`src/rtl/exec_sequencer_if.sv`:
```
// Bus between the execute sequencer, its instruction source and the register file ports.
// EXEC is a start request sampled only while BUSY is low; a request seen while BUSY is high
// is dropped, and DONE marks the single write-back cycle that completes the instruction.
interface exec_sequencer_if #(
   parameter int WIDTH = 10
);
   logic             EXEC;
   logic [9:0]       INSTR;
   logic [WIDTH-1:0] DIN;
   logic [WIDTH-1:0] Q0;
   logic [WIDTH-1:0] Q1;
   logic [WIDTH-1:0] D;
   logic             ENW;
   logic             ENR0;
   logic             ENR1;
   logic [1:0]       WRA;
   logic [1:0]       RDA0;
   logic [1:0]       RDA1;
   logic             BUSY;
   logic             DONE;
   logic             CF;
   logic             ZF;

   modport master (
      output EXEC, INSTR, DIN, Q0, Q1,
      input  D, ENW, ENR0, ENR1, WRA, RDA0, RDA1, BUSY, DONE, CF, ZF
   );

   modport slave (
      input  EXEC, INSTR, DIN, Q0, Q1,
      output D, ENW, ENR0, ENR1, WRA, RDA0, RDA1, BUSY, DONE, CF, ZF
   );
endinterface

```
`src/rtl/exec_sequencer.sv`:
```
// Four-phase execute controller (IDLE/READ/EXEC/WRITE) for the four-register datapath.
// All state moves on the falling edge of CLKb so it lines up with the register file.
module exec_sequencer #(
   parameter int WIDTH = 10
) (
   input  logic            CLKb,
   input  logic            RSTb,
   exec_sequencer_if.slave bus,
   output logic [1:0]      dbg_state,
   output logic [9:0]      dbg_ir
);

   typedef enum logic [1:0] {
      S_IDLE  = 2'd0,
      S_READ  = 2'd1,
      S_EXEC  = 2'd2,
      S_WRITE = 2'd3
   } state_t;

   localparam logic [3:0] OP_NOP  = 4'b0000;
   localparam logic [3:0] OP_LOAD = 4'b0001;
   localparam logic [3:0] OP_MOV  = 4'b0010;
   localparam logic [3:0] OP_ADD  = 4'b0011;
   localparam logic [3:0] OP_SUB  = 4'b0100;
   localparam logic [3:0] OP_AND  = 4'b0101;
   localparam logic [3:0] OP_OR   = 4'b0110;
   localparam logic [3:0] OP_XOR  = 4'b0111;
   localparam logic [3:0] OP_NOT  = 4'b1000;
   localparam logic [3:0] OP_INC  = 4'b1001;

   state_t           state;
   logic [9:0]       ir;
   logic [WIDTH-1:0] imm;

   logic [3:0]       op;
   logic [1:0]       rx;
   logic [1:0]       ry;
   logic             writes_rf;

   logic [WIDTH:0]   wide;
   logic [WIDTH-1:0] alu_res;
   logic             alu_cf;
   logic             alu_zf;
   logic             upd_flags;

   assign op        = ir[9:6];
   assign rx        = ir[5:4];
   assign ry        = ir[3:2];
   assign writes_rf = (op != OP_NOP) && (op <= OP_INC);

   assign dbg_state = state;
   assign dbg_ir    = ir;

   // Defaults keep D and the flags unchanged, which covers NOP, illegal opcodes
   // and the flag-holding LOAD/MOV cases without extra enables.
   always_comb begin
      wide      = '0;
      alu_res   = bus.D;
      alu_cf    = bus.CF;
      alu_zf    = bus.ZF;
      upd_flags = 1'b0;
      case (op)
         OP_LOAD: alu_res = imm;
         OP_MOV:  alu_res = bus.Q1;
         OP_ADD: begin
            wide      = {1'b0, bus.Q0} + {1'b0, bus.Q1};
            alu_res   = wide[WIDTH-1:0];
            alu_cf    = wide[WIDTH];
            upd_flags = 1'b1;
         end
         OP_SUB: begin
            // The extra top bit of the difference is the unsigned borrow.
            wide      = {1'b0, bus.Q0} - {1'b0, bus.Q1};
            alu_res   = wide[WIDTH-1:0];
            alu_cf    = wide[WIDTH];
            upd_flags = 1'b1;
         end
         OP_AND: begin
            alu_res   = bus.Q0 & bus.Q1;
            alu_cf    = 1'b0;
            upd_flags = 1'b1;
         end
         OP_OR: begin
            alu_res   = bus.Q0 | bus.Q1;
            alu_cf    = 1'b0;
            upd_flags = 1'b1;
         end
         OP_XOR: begin
            alu_res   = bus.Q0 ^ bus.Q1;
            alu_cf    = 1'b0;
            upd_flags = 1'b1;
         end
         OP_NOT: begin
            alu_res   = ~bus.Q1;
            alu_cf    = 1'b0;
            upd_flags = 1'b1;
         end
         OP_INC: begin
            wide      = {1'b0, bus.Q0} + {{WIDTH{1'b0}}, 1'b1};
            alu_res   = wide[WIDTH-1:0];
            alu_cf    = wide[WIDTH];
            upd_flags = 1'b1;
         end
         default: ;
      endcase
      if (upd_flags) alu_zf = (alu_res == '0);
   end

   // Outputs are set up on the edge that enters each state, so they are clean
   // registers; the async reset clears a pending write before its commit edge.
   always_ff @(negedge CLKb or negedge RSTb) begin
      if (!RSTb) begin
         state    <= S_IDLE;
         ir       <= '0;
         imm      <= '0;
         bus.D    <= '0;
         bus.CF   <= 1'b0;
         bus.ZF   <= 1'b0;
         bus.ENW  <= 1'b0;
         bus.ENR0 <= 1'b0;
         bus.ENR1 <= 1'b0;
         bus.WRA  <= 2'b00;
         bus.RDA0 <= 2'b00;
         bus.RDA1 <= 2'b00;
         bus.BUSY <= 1'b0;
         bus.DONE <= 1'b0;
      end else begin
         case (state)
            S_IDLE: begin
               if (bus.EXEC) begin
                  state    <= S_READ;
                  ir       <= bus.INSTR;
                  imm      <= bus.DIN;
                  bus.BUSY <= 1'b1;
                  bus.ENR0 <= 1'b1;
                  bus.ENR1 <= 1'b1;
                  bus.RDA0 <= bus.INSTR[5:4];
                  bus.RDA1 <= bus.INSTR[3:2];
               end
            end
            S_READ: begin
               state    <= S_EXEC;
               bus.ENR0 <= 1'b0;
               bus.ENR1 <= 1'b0;
               bus.RDA0 <= 2'b00;
               bus.RDA1 <= 2'b00;
            end
            S_EXEC: begin
               state    <= S_WRITE;
               bus.D    <= alu_res;
               bus.CF   <= alu_cf;
               bus.ZF   <= alu_zf;
               bus.ENW  <= writes_rf;
               bus.WRA  <= rx;
               bus.DONE <= 1'b1;
            end
            S_WRITE: begin
               state    <= S_IDLE;
               bus.ENW  <= 1'b0;
               bus.WRA  <= 2'b00;
               bus.DONE <= 1'b0;
               bus.BUSY <= 1'b0;
            end
            default: state <= S_IDLE;
         endcase
      end
   end

   // ry is only needed on the capture edge, where it is taken straight from INSTR.
   logic unused_ry;
   assign unused_ry = ^ry;

endmodule

```
`src/flat_wrapper.sv`:
```
// flat-port wrapper written by rule: the top's interface ports become plain ports
module exec_sequencer_flat 
#(
   parameter int WIDTH = 10
)
  (CLKb, RSTb, dbg_state, dbg_ir, bus_EXEC, bus_INSTR, bus_DIN, bus_Q0, bus_Q1, bus_D, bus_ENW, bus_ENR0, bus_ENR1, bus_WRA, bus_RDA0, bus_RDA1, bus_BUSY, bus_DONE, bus_CF, bus_ZF);
  exec_sequencer_if #(.WIDTH(WIDTH)) bus_i ();
  input  logic CLKb;
  input  logic RSTb;
  output logic [1:0] dbg_state;
  output logic [9:0] dbg_ir;
  input wire logic [$bits(bus_i.EXEC)-1:0] bus_EXEC;
  input wire logic [$bits(bus_i.INSTR)-1:0] bus_INSTR;
  input wire logic [$bits(bus_i.DIN)-1:0] bus_DIN;
  input wire logic [$bits(bus_i.Q0)-1:0] bus_Q0;
  input wire logic [$bits(bus_i.Q1)-1:0] bus_Q1;
  output wire logic [$bits(bus_i.D)-1:0] bus_D;
  output wire logic [$bits(bus_i.ENW)-1:0] bus_ENW;
  output wire logic [$bits(bus_i.ENR0)-1:0] bus_ENR0;
  output wire logic [$bits(bus_i.ENR1)-1:0] bus_ENR1;
  output wire logic [$bits(bus_i.WRA)-1:0] bus_WRA;
  output wire logic [$bits(bus_i.RDA0)-1:0] bus_RDA0;
  output wire logic [$bits(bus_i.RDA1)-1:0] bus_RDA1;
  output wire logic [$bits(bus_i.BUSY)-1:0] bus_BUSY;
  output wire logic [$bits(bus_i.DONE)-1:0] bus_DONE;
  output wire logic [$bits(bus_i.CF)-1:0] bus_CF;
  output wire logic [$bits(bus_i.ZF)-1:0] bus_ZF;
  assign bus_i.EXEC = bus_EXEC;
  assign bus_i.INSTR = bus_INSTR;
  assign bus_i.DIN = bus_DIN;
  assign bus_i.Q0 = bus_Q0;
  assign bus_i.Q1 = bus_Q1;
  assign bus_D = bus_i.D;
  assign bus_ENW = bus_i.ENW;
  assign bus_ENR0 = bus_i.ENR0;
  assign bus_ENR1 = bus_i.ENR1;
  assign bus_WRA = bus_i.WRA;
  assign bus_RDA0 = bus_i.RDA0;
  assign bus_RDA1 = bus_i.RDA1;
  assign bus_BUSY = bus_i.BUSY;
  assign bus_DONE = bus_i.DONE;
  assign bus_CF = bus_i.CF;
  assign bus_ZF = bus_i.ZF;
  exec_sequencer #(.WIDTH(WIDTH)) u_core (.CLKb(CLKb), .RSTb(RSTb), .bus(bus_i), .dbg_state(dbg_state), .dbg_ir(dbg_ir));
endmodule
```
`config.mk`:
```
export PLATFORM = sky130hd
export DESIGN_NAME = exec_sequencer_flat
export DESIGN_NICKNAME = d
export VERILOG_FILES = /design/src/rtl/exec_sequencer_if.sv /design/src/rtl/exec_sequencer.sv /design/src/flat_wrapper.sv
export SDC_FILE = /design/constraint.sdc
export NUM_CORES = 1
export LEC_CHECK = 0
export CORE_ASPECT_RATIO = 0.9
export CORE_MARGIN = 2
export CORE_UTILIZATION = 44
export DETAILED_ROUTE_END_ITERATION = 7
export GPL_ROUTABILITY_DRIVEN = 0
export PLACE_DENSITY = 0.67
export SYNTH_ARGS = -nofsm -noshare
export SYNTH_HDL_FRONTEND = slang
export SYNTH_SLANG_ARGS = --single-unit
```
`constraint.sdc`:
```
create_clock -name CLKb -period 6.4 [get_ports CLKb]
set_input_delay 0.64 -clock CLKb [delete_from_list [all_inputs] [get_ports CLKb]]
set_output_delay 0.64 -clock CLKb [all_outputs]
set_load 0.005 [all_outputs]
```
======== Word level (Yosys, flattened, before mapping) ========
Cells that the tools add are included.
operators by class
  $lt $le $gt $ge ......................... 1
  add/subtract/negate cells ............... 3
  shifts and indexed selects .............. 0
  mux-type cells .......................... 15
  bitwise gates (word level) .............. 4
  equality and inequality tests ........... 13
  div/mod/pow operators ................... 0
  reduce and logical (&&, ||, !) cells .... 15
  multipliers ............................. 0
operators with widths
  cell                                                                   count
  10-bit case mux with 9 select lines                                    1
  4-bit by 3-bit equality test with 1-bit output, second input constant  4
  2-bit case mux with 2 select lines                                     3
  10-bit by 1-bit adder with 11-bit output, second input constant        1
  10-bit by 10-bit adder with 11-bit output                              1
  10-bit by 10-bit subtractor with 11-bit output                         1
  10-bit AND                                                             1
  10-bit logical NOT                                                     1
  10-bit inverter                                                        1
  10-bit bitwise OR                                                      1
  2-bit AND reduction                                                    5
  10-bit XOR                                                             1
  4-bit by 2-bit equality test with 1-bit output, second input constant  2
  4-bit equality test, second input constant                             2
  1-bit case mux with 2 select lines                                     4
  2-bit case mux with 4 select lines                                     1
  4-bit nonzero test                                                     2
  7-bit OR reduction                                                     1
  2-bit two-way mux                                                      3
  2-bit nonzero test                                                     3
  2-bit equality test, second input constant                             2
  4-bit by 1-bit equality test with 1-bit output, second input constant  1
  4-bit less-or-equal comparator, second input constant                  1
  1-bit case mux with 4 select lines                                     1
  other kinds (6)                                                        7
word-level totals
  output and inout port bits .............. 35
  RAM bits ................................ 0
  bits in registers ....................... 44
  bits in read-only memories .............. 0
  word-level logic and storage cells ...... 64
  bits in latches ......................... 0
  memories ................................ 0

======== Depth between registers and ports, before layout ========
Gate-level depths: netlist (run 1).
  depth after elaboration ................. 4
  depth in mapped cells ................... 12
  mapped depth without buffers ............ 12

==> summary.txt, run 1 <==
Clock skew: 0.00755 ns
Detailed placement HPWL: 9990 µm
Area Overhead vs Synth: 33.3%
Worst slew margin: 26.9%
CP peak stage delay: 0.50 ns
Crit path launch type: primary input
Maximum vdd drop: 0.000320 V
Tot GR Track Use: 25.4%
Min-Delay Path Class: reg -> reg
Nets: 695
Grt total ovfl: 0
Syn_nets: 578
Hold-fix buffers, CTS: 0
Core area: 9210 µm²
DIE AREA: 10400 µm²
Crit-path cells: clkdlybuf4s50_1 -> inv_1 -> ha_1 -> buf_4 -> o21bai_2 -> a21oi_1 -> o311ai_1 -> buf_4 -> a21o_1 -> mux2i_1 -> o32ai_1 -> nor2b_2 -> a32o_1
Clock transition at the registers of the reported paths: 0.06 ns
Placed Area: 5430 µm²
Status: finished clean
Reg area: 1100 µm²
P per Cell Area: 397 nW/µm²
Layout cells sized above 1: 19.7%
CTS Root Cell: clkbuf_8
Worst-margin pin slew: 1.09 ns
Initial Util: 45.7%
Mapped Cells: 497
Antenna viol nets, final: 0
Mean Syn Cell Area: 8.46 µm²
Final Hold Fails: 0
Sink Count: 44
Worst Setup Slack, final: 0.0646 ns
Setup crit end kind: register
Iter 0 DRT Violations: 370
Main synth FF type: dfrtn_1
Via density: 5.89
Design area: 5610 µm²
Yosys warns: 0
N_diodes: 0
Total number of vias: 4342
Syn Std Cell Area: 4210 µm²
Final setup violation count: 0
Die height: 96.8 µm
Max Slew Vio Count: 0
Worst hold margin: 0.441 ns
H-Tree Depth: 2
Most common cell on crit path: buf_4
DRC viols: 0
Area occupied by multi-input gates: 2840 µm²
Port Buffer Count: 77
Critical-path maximum fanout: 3
P_leak: 2.39 nW
WP data arrival: 3.29 ns
Post-synth EDFFs: 0
Die W: 107 µm
Seq cells post-synth: 44
Ports: 78
Longest Clk Path Bufs: 2
Tot Pwr: 2.22 mW
First-pass GRT wire length: 21400 µm
Initial antenna violation count: 0
TritonCTS Buffers: 5
Crit path max-delay cell type: clkdlybuf4s50_1
Crit path kind: in -> reg
Final WL: 13200 µm
CTS tree: done
Sequential area share after synthesis: 26.2%
Clock Latency Late Sink: 0.30 ns
Vias in the first global route: 4310
DP Worst Slack: -0.384 ns
Largest net degree at the start of global routing: 45
Synth unique cells: 70
DR pass1 iterations: 5
Standard-cell row count: 33
Fillers: 798
CP required: 3.36 ns
DR WL/cell: 17.9 µm
Max_cap viols: 0
Share of flip-flops with an asynchronous set or reset: 100%
what timing repair did:
item                       CTS  global route
pin swaps                    0             6
resized for setup            1            11
setup buffers                0             2
setup endpoints to repair    2             4
state kept, by name, summed over array words and instances, names as in the netlist:
name and count:
u_core.imm 10, u_core.dbg_state 2, u_core.bus.RDA1 2, u_core.bus.WRA 2, u_core.bus.RDA0 2, u_core.dbg_ir 10, u_core.bus.ENR0 1, u_core.bus.CF 1
u_core.bus.ENW 1, u_core.bus.D 10, u_core.bus.DONE 1, u_core.bus.BUSY 1, u_core.bus.ZF 1
worst max-delay path: cells and delay by family:
family	cells	cell delay, ns
fa+ha+maj	1	0.20
mux	1	0.21
buf+inv	4	0.88
simple gates	1	0.24
compound gates	6	1.11
layer usage:
layer  share of wire (%)  GRT usage [%]  up-vias
met4                 2.3           7.89        0
met2                  45           39.4      238
li1                    -              -     2034
met1                  43           35.1     2043
met3                 9.5           5.73       27
met5                   0              0        -
cells in the final DEF (no fill, tap or decap), types with 3 or more instances in the layout:
master and instances:
a211oi_1 4, nor3b_1 5, a221oi_1 3, nand2_1 25, nand4_1 3, mux2_2 27
o22ai_1 5, a221o_1 6, nand2b_1 9, nor4_1 5, clkbuf_8 5, xnor2_1 11
o32ai_1 3, ha_1 34, clkdlybuf4s50_1 76, inv_1 38, o221ai_1 3, buf_4 64
o31ai_1 5, nor2b_1 15, or3_1 4, a21boi_0 4, o211ai_1 3, o21a_1 4
nor3_1 9, dfrtn_1 44, mux2i_1 12, o21ai_0 29, nor2_1 44, a21oi_1 35
nand3_1 16
through the flow:
step                TNS [ns]  cells  util [%]
finish                     0    737      60.9
detailed placement     -1.23    727      58.9
floorplan                  0    497         -
global route        -0.00622    737      60.9
CTS                        0    735      60.2
global placement      -0.971    727      58.9
cell usage after synthesis (3+ instances only):
| library cell | n | area share (%) |
|---|---|---|
| dfrtn_1 | 44 | 26 |
| nor2_1 | 44 | 3.9 |
| inv_1 | 39 | 3.5 |
| ha_1 | 36 | 11 |
| a21oi_1 | 35 | 4.2 |
| o21ai_0 | 30 | 3.6 |
| mux2_2 | 27 | 7.2 |
| nand2_1 | 25 | 2.2 |
| nand3_1 | 16 | 1.9 |
| nor2b_1 | 16 | 2.4 |
| mux2i_1 | 12 | 2.9 |
| buf_2 | 11 | 1.3 |
| xnor2_1 | 11 | 2.3 |
| clkbuf_1 | 10 | 0.89 |
| nand2b_1 | 9 | 1.3 |
| nor3_1 | 9 | 1.1 |
| buf_4 | 7 | 1.2 |
| a221o_1 | 6 | 1.4 |
| nor4_1 | 6 | 0.89 |
| o22ai_1 | 6 | 0.89 |
| nor3b_1 | 5 | 0.89 |
| o31ai_1 | 5 | 0.89 |
| a211oi_1 | 4 | 0.71 |
| a21boi_0 | 4 | 0.71 |
| o21a_1 | 4 | 0.71 |
| or3_1 | 4 | 0.59 |
| a2111oi_0 | 3 | 0.62 |
| a221oi_1 | 3 | 0.62 |
| nand4_1 | 3 | 0.45 |
| o211ai_1 | 3 | 0.54 |
| o21bai_1 | 3 | 0.54 |
| o221ai_1 | 3 | 0.62 |
| o32ai_1 | 3 | 0.62 |
path summary, 6_finish.rpt:
| kind | from | end | depth (start not counted) | slack (ns) |
|---|---|---|---|---|
| max | bus_Q0[0] | u_core.bus.ZF$_DFFE_NN0P_ | 13 | 0.06 |
| min | u_core.bus.DONE$_DFFE_NN0P_ | u_core.bus.DONE$_DFFE_NN0P_ | 2 | 0.44 |
| max reg2reg | u_core.dbg_ir[8]$_DFFE_NN0P_ | u_core.bus.ZF$_DFFE_NN0P_ | 10 | 3.23 |
| min reg2reg | u_core.bus.DONE$_DFFE_NN0P_ | u_core.bus.DONE$_DFFE_NN0P_ | 2 | 0.44 |
| max in group asynchronous | RSTb | u_core.imm[0]$_DFFE_NN0P_ | 1 | 2.19 |
| min in group asynchronous | RSTb | u_core.bus.WRA[1]$_DFFE_NN0P_ | 1 | 3.57 |
cell type report:
class | instances | area share (%)
multi-input combinational | 382 | 50.7
timing repair buffer | 141 | 22.2
sequential | 44 | 19.6
tap | 122 | 2.72
inverter | 40 | 2.68
clock buffer | 5 | 1.23
clock inverter | 3 | 0.825
logic make-up after synthesis:
logic type	Yosys count	share of synthesized area, %
adders and majority gates	38	11.7
xor gates and xnor gates	11	2.29
buffers and inverters	71	7.47
and+or+nand+nor	152	18.6
muxes	40	10.6
AOI/OAI and AO/OA	141	23.2
DFF	44	26.2
power breakdown:
| part | internal (mW) | total (mW) | switching, mW |
|---|---|---|---|
| sequential | 0.425 | 0.525 | 0.0997 |
| clock | 0.118 | 0.219 | 0.102 |
| combinational | 0.702 | 1.48 | 0.779 |
(Power assumes the default switching activity.)
==> run 2: changes to the inputs <==
Settings changed: CTS_CLUSTER_DIAMETER set to 120.
==> results of run 2 <==
The final DEF is identical to that of run 1; final timing and power are the same.
==> run 3: changes to the inputs <==
Settings changed: CORE_UTILIZATION 44 to 51, PLACE_DENSITY 0.67 to 0.76.
==> run 3 against run 2 <==
Compared with the run above: setup slack improved by 0.055 ns; core utilization up 7.5 points; wire length down 0.80%; largest power group unchanged.
==> summary.txt, run 3 (synthesized netlist as in run 1, its figures left out) <==
Status: finished clean (unchanged)
Worst hold margin: 0.443 ns (was 0.441 ns)
Detailed placement HPWL: 9890 µm (was 9990 µm)
Vias in the first global route: 4148 (was 4310)
Min-Delay Path Class: reg -> reg (unchanged)
DIE AREA: 8990 µm² (was 10400 µm²)
Layout cells sized above 1: 17.9% (was 19.7%)
Clock Latency Late Sink: 0.29 ns (was 0.30 ns)
Core area: 8030 µm² (was 9210 µm²)
TritonCTS Buffers: 5 (unchanged)
Clock transition at the registers of the reported paths: 0.05 ns (was 0.06 ns)
CTS tree: done (unchanged)
Max Slew Vio Count: 0 (unchanged)
Metal-1 WL: 5400 µm (was 5720 µm)
Fillers: 656 (was 798)
Port Buffer Count: 77 (unchanged)
Die W: 99.7 µm (was 107 µm)
Ports: 78 (unchanged)
R2r startpoint: u_core.dbg_ir[8]$_DFFE_NN0P_ (unchanged)
Clock skew: 0.00343 ns (was 0.00755 ns)
Grt total ovfl: 0 (unchanged)
Worst slew margin: 37.2% (was 26.9%)
Iter 0 DRT Violations: 458 (was 370)
Routed length on met2: 5940 µm (was 5890 µm)
Longest Clk Path Bufs: 2 (unchanged)
Nets: 684 (was 695)
Top sig layer: met4 (unchanged)
P per Cell Area: 398 nW/µm² (was 397 nW/µm²)
Commonest non-fill, non-tap cell in the layout: clkdlybuf4s50_1 (unchanged)
Crit path launch type: primary input (unchanged)
Total number of vias: 4262 (was 4342)
Critical Path Start: bus_Q1[1] (was bus_Q0[0])
CTS Root Cell: clkbuf_8 (unchanged)
CP required: 3.34 ns (was 3.36 ns)
Initial antenna violation count: 0 (unchanged)
Sink Count: 44 (unchanged)
Final WL: 13100 µm (was 13200 µm)
Total length of routed met3 wires: 1420 µm (was 1250 µm)
First-pass GRT wire length: 21200 µm (was 21400 µm)
Crit path kind: in -> reg (unchanged)
DR pass1 iterations: 5 (unchanged)
Tot Pwr: 2.19 mW (was 2.22 mW)
Setup crit end kind: register (unchanged)
DRC viols: 0 (unchanged)
P_leak: 2.34 nW (was 2.39 nW)
Antenna viol nets, final: 0 (unchanged)
Final setup violation count: 0 (unchanged)
Tot GR Track Use: 29.3% (was 25.4%)
Largest net degree at the start of global routing: 45 (unchanged)
Worst-margin pin slew: 0.942 ns (was 1.09 ns)
Initial Util: 52.4% (was 45.7%)
Maximum vdd drop: 0.000291 V (was 0.000320 V)
Final Hold Fails: 0 (unchanged)
DR WL/cell: 18.6 µm (was 17.9 µm)
Via density: 6.07 (was 5.89)
Startpoint of the worst hold path: u_core.bus.DONE$_DFFE_NN0P_ (unchanged)
N_diodes: 0 (unchanged)
Die height: 90.2 µm (was 96.8 µm)
Area Overhead vs Synth: 30.5% (was 33.3%)
Max_cap viols: 0 (unchanged)
WP data arrival: 3.22 ns (was 3.29 ns)
Standard-cell row count: 31 (was 33)
H-Tree Depth: 2 (unchanged)
Critical-path maximum fanout: 4 (was 3)
Most frequent cells in the layout: 75 x clkdlybuf4s50_1, 53 x buf_4, 44 x nor2_1, 44 x dfrtn_1, 39 x inv_1 (was 76 x clkdlybuf4s50_1, 64 x buf_4, 44 x nor2_1, 44 x dfrtn_1, 38 x inv_1)
run 3: cell types whose count changed in the layout (fill, tap and decap cells not counted), sizes merged:
| cell | previous run | this run |
|---|---|---|
| buf | 65 | 54 |
| bufinv | 1 | 0 |
| clkbuf | 5 | 7 |
| clkdlybuf4s50 | 76 | 75 |
| clkinvlp | 1 | 0 |
| dlymetal6s2s | 0 | 1 |
| inv | 40 | 39 |
run 3: final timing paths:
path / slack [ns] / cells after the start / endpoint
max: 0.12 / 11 / u_core.bus.ZF$_DFFE_NN0P_
min: 0.44 / 2 / u_core.bus.DONE$_DFFE_NN0P_
max reg2reg: 3.41 / 10 / u_core.bus.ZF$_DFFE_NN0P_
min reg2reg: 0.44 / 2 / u_core.bus.DONE$_DFFE_NN0P_
max in group asynchronous: 2.21 / 1 / u_core.imm[4]$_DFFE_NN0P_
min in group asynchronous: 3.57 / 1 / u_core.bus.WRA[0]$_DFFE_NN0P_
run 3: routing by layer:
| metal | global-route usage [%] | vias up |
|---|---|---|
| met1 | 40.2 | 1986 |
| met3 | 7.85 | 28 |
| met2 | 44.4 | 236 |
| li1 | - | 2012 |
| met4 | 10.2 | 0 |
| met5 | 0 | - |
run 3: cell type report:
type / instances / area [µm²] / share of cell area, %
Inverter: 40 / 150 / 2.73
Tap cell: 99 / 124 / 2.26
Sequential cell: 44 / 1100 / 20.1
Multi-Input combinational cell: 382 / 2850 / 52.0
Clock buffer: 7 / 96.3 / 1.75
Timing Repair Buffer: 130 / 1170 / 21.2
run 3: stage by stage:
| step | utilization, % | cell area (µm²) | setup TNS (ns) | setup WS [ns] | std cells |
|---|---|---|---|---|---|
| after floorplan | - | 4210 | 0 | 0.485 | 497 |
| after global placement | 66.3 | 5320 | -0.750 | -0.313 | 694 |
| final | 68.4 | 5490 | 0 | 0.119 | 702 |
| after detailed placement | 66.3 | 5320 | -1.09 | -0.357 | 694 |
| after global routing | 68.4 | 5490 | -0.0565 | -0.0323 | 702 |
| after CTS | 67.5 | 5420 | 0 | 0.0827 | 701 |
run 3: repair_timing:
action	4_1_cts	5_1_grt
hold buffers	0	0
buffers inserted	0	1
resized for setup	1	11
setup endpoints to repair	1	2
pin swaps	0	4
run 3: power breakdown:
part	total (mW)	switching, mW	internal (mW)
clock network	0.185	0.0891	0.0962
registers	0.529	0.104	0.425
logic	1.47	0.778	0.693
run 3: critical path, cell delays in order:
cell and delay (ns):
clkdlybuf4s50_1 0.47, inv_1 0.06, buf_4 0.15, fa_1 0.47, nand2b_1 0.19, a21oi_2 0.17, o32ai_1 0.14, o41ai_1 0.38
o32a_1 0.24, nor2b_1 0.06, a32o_1 0.25
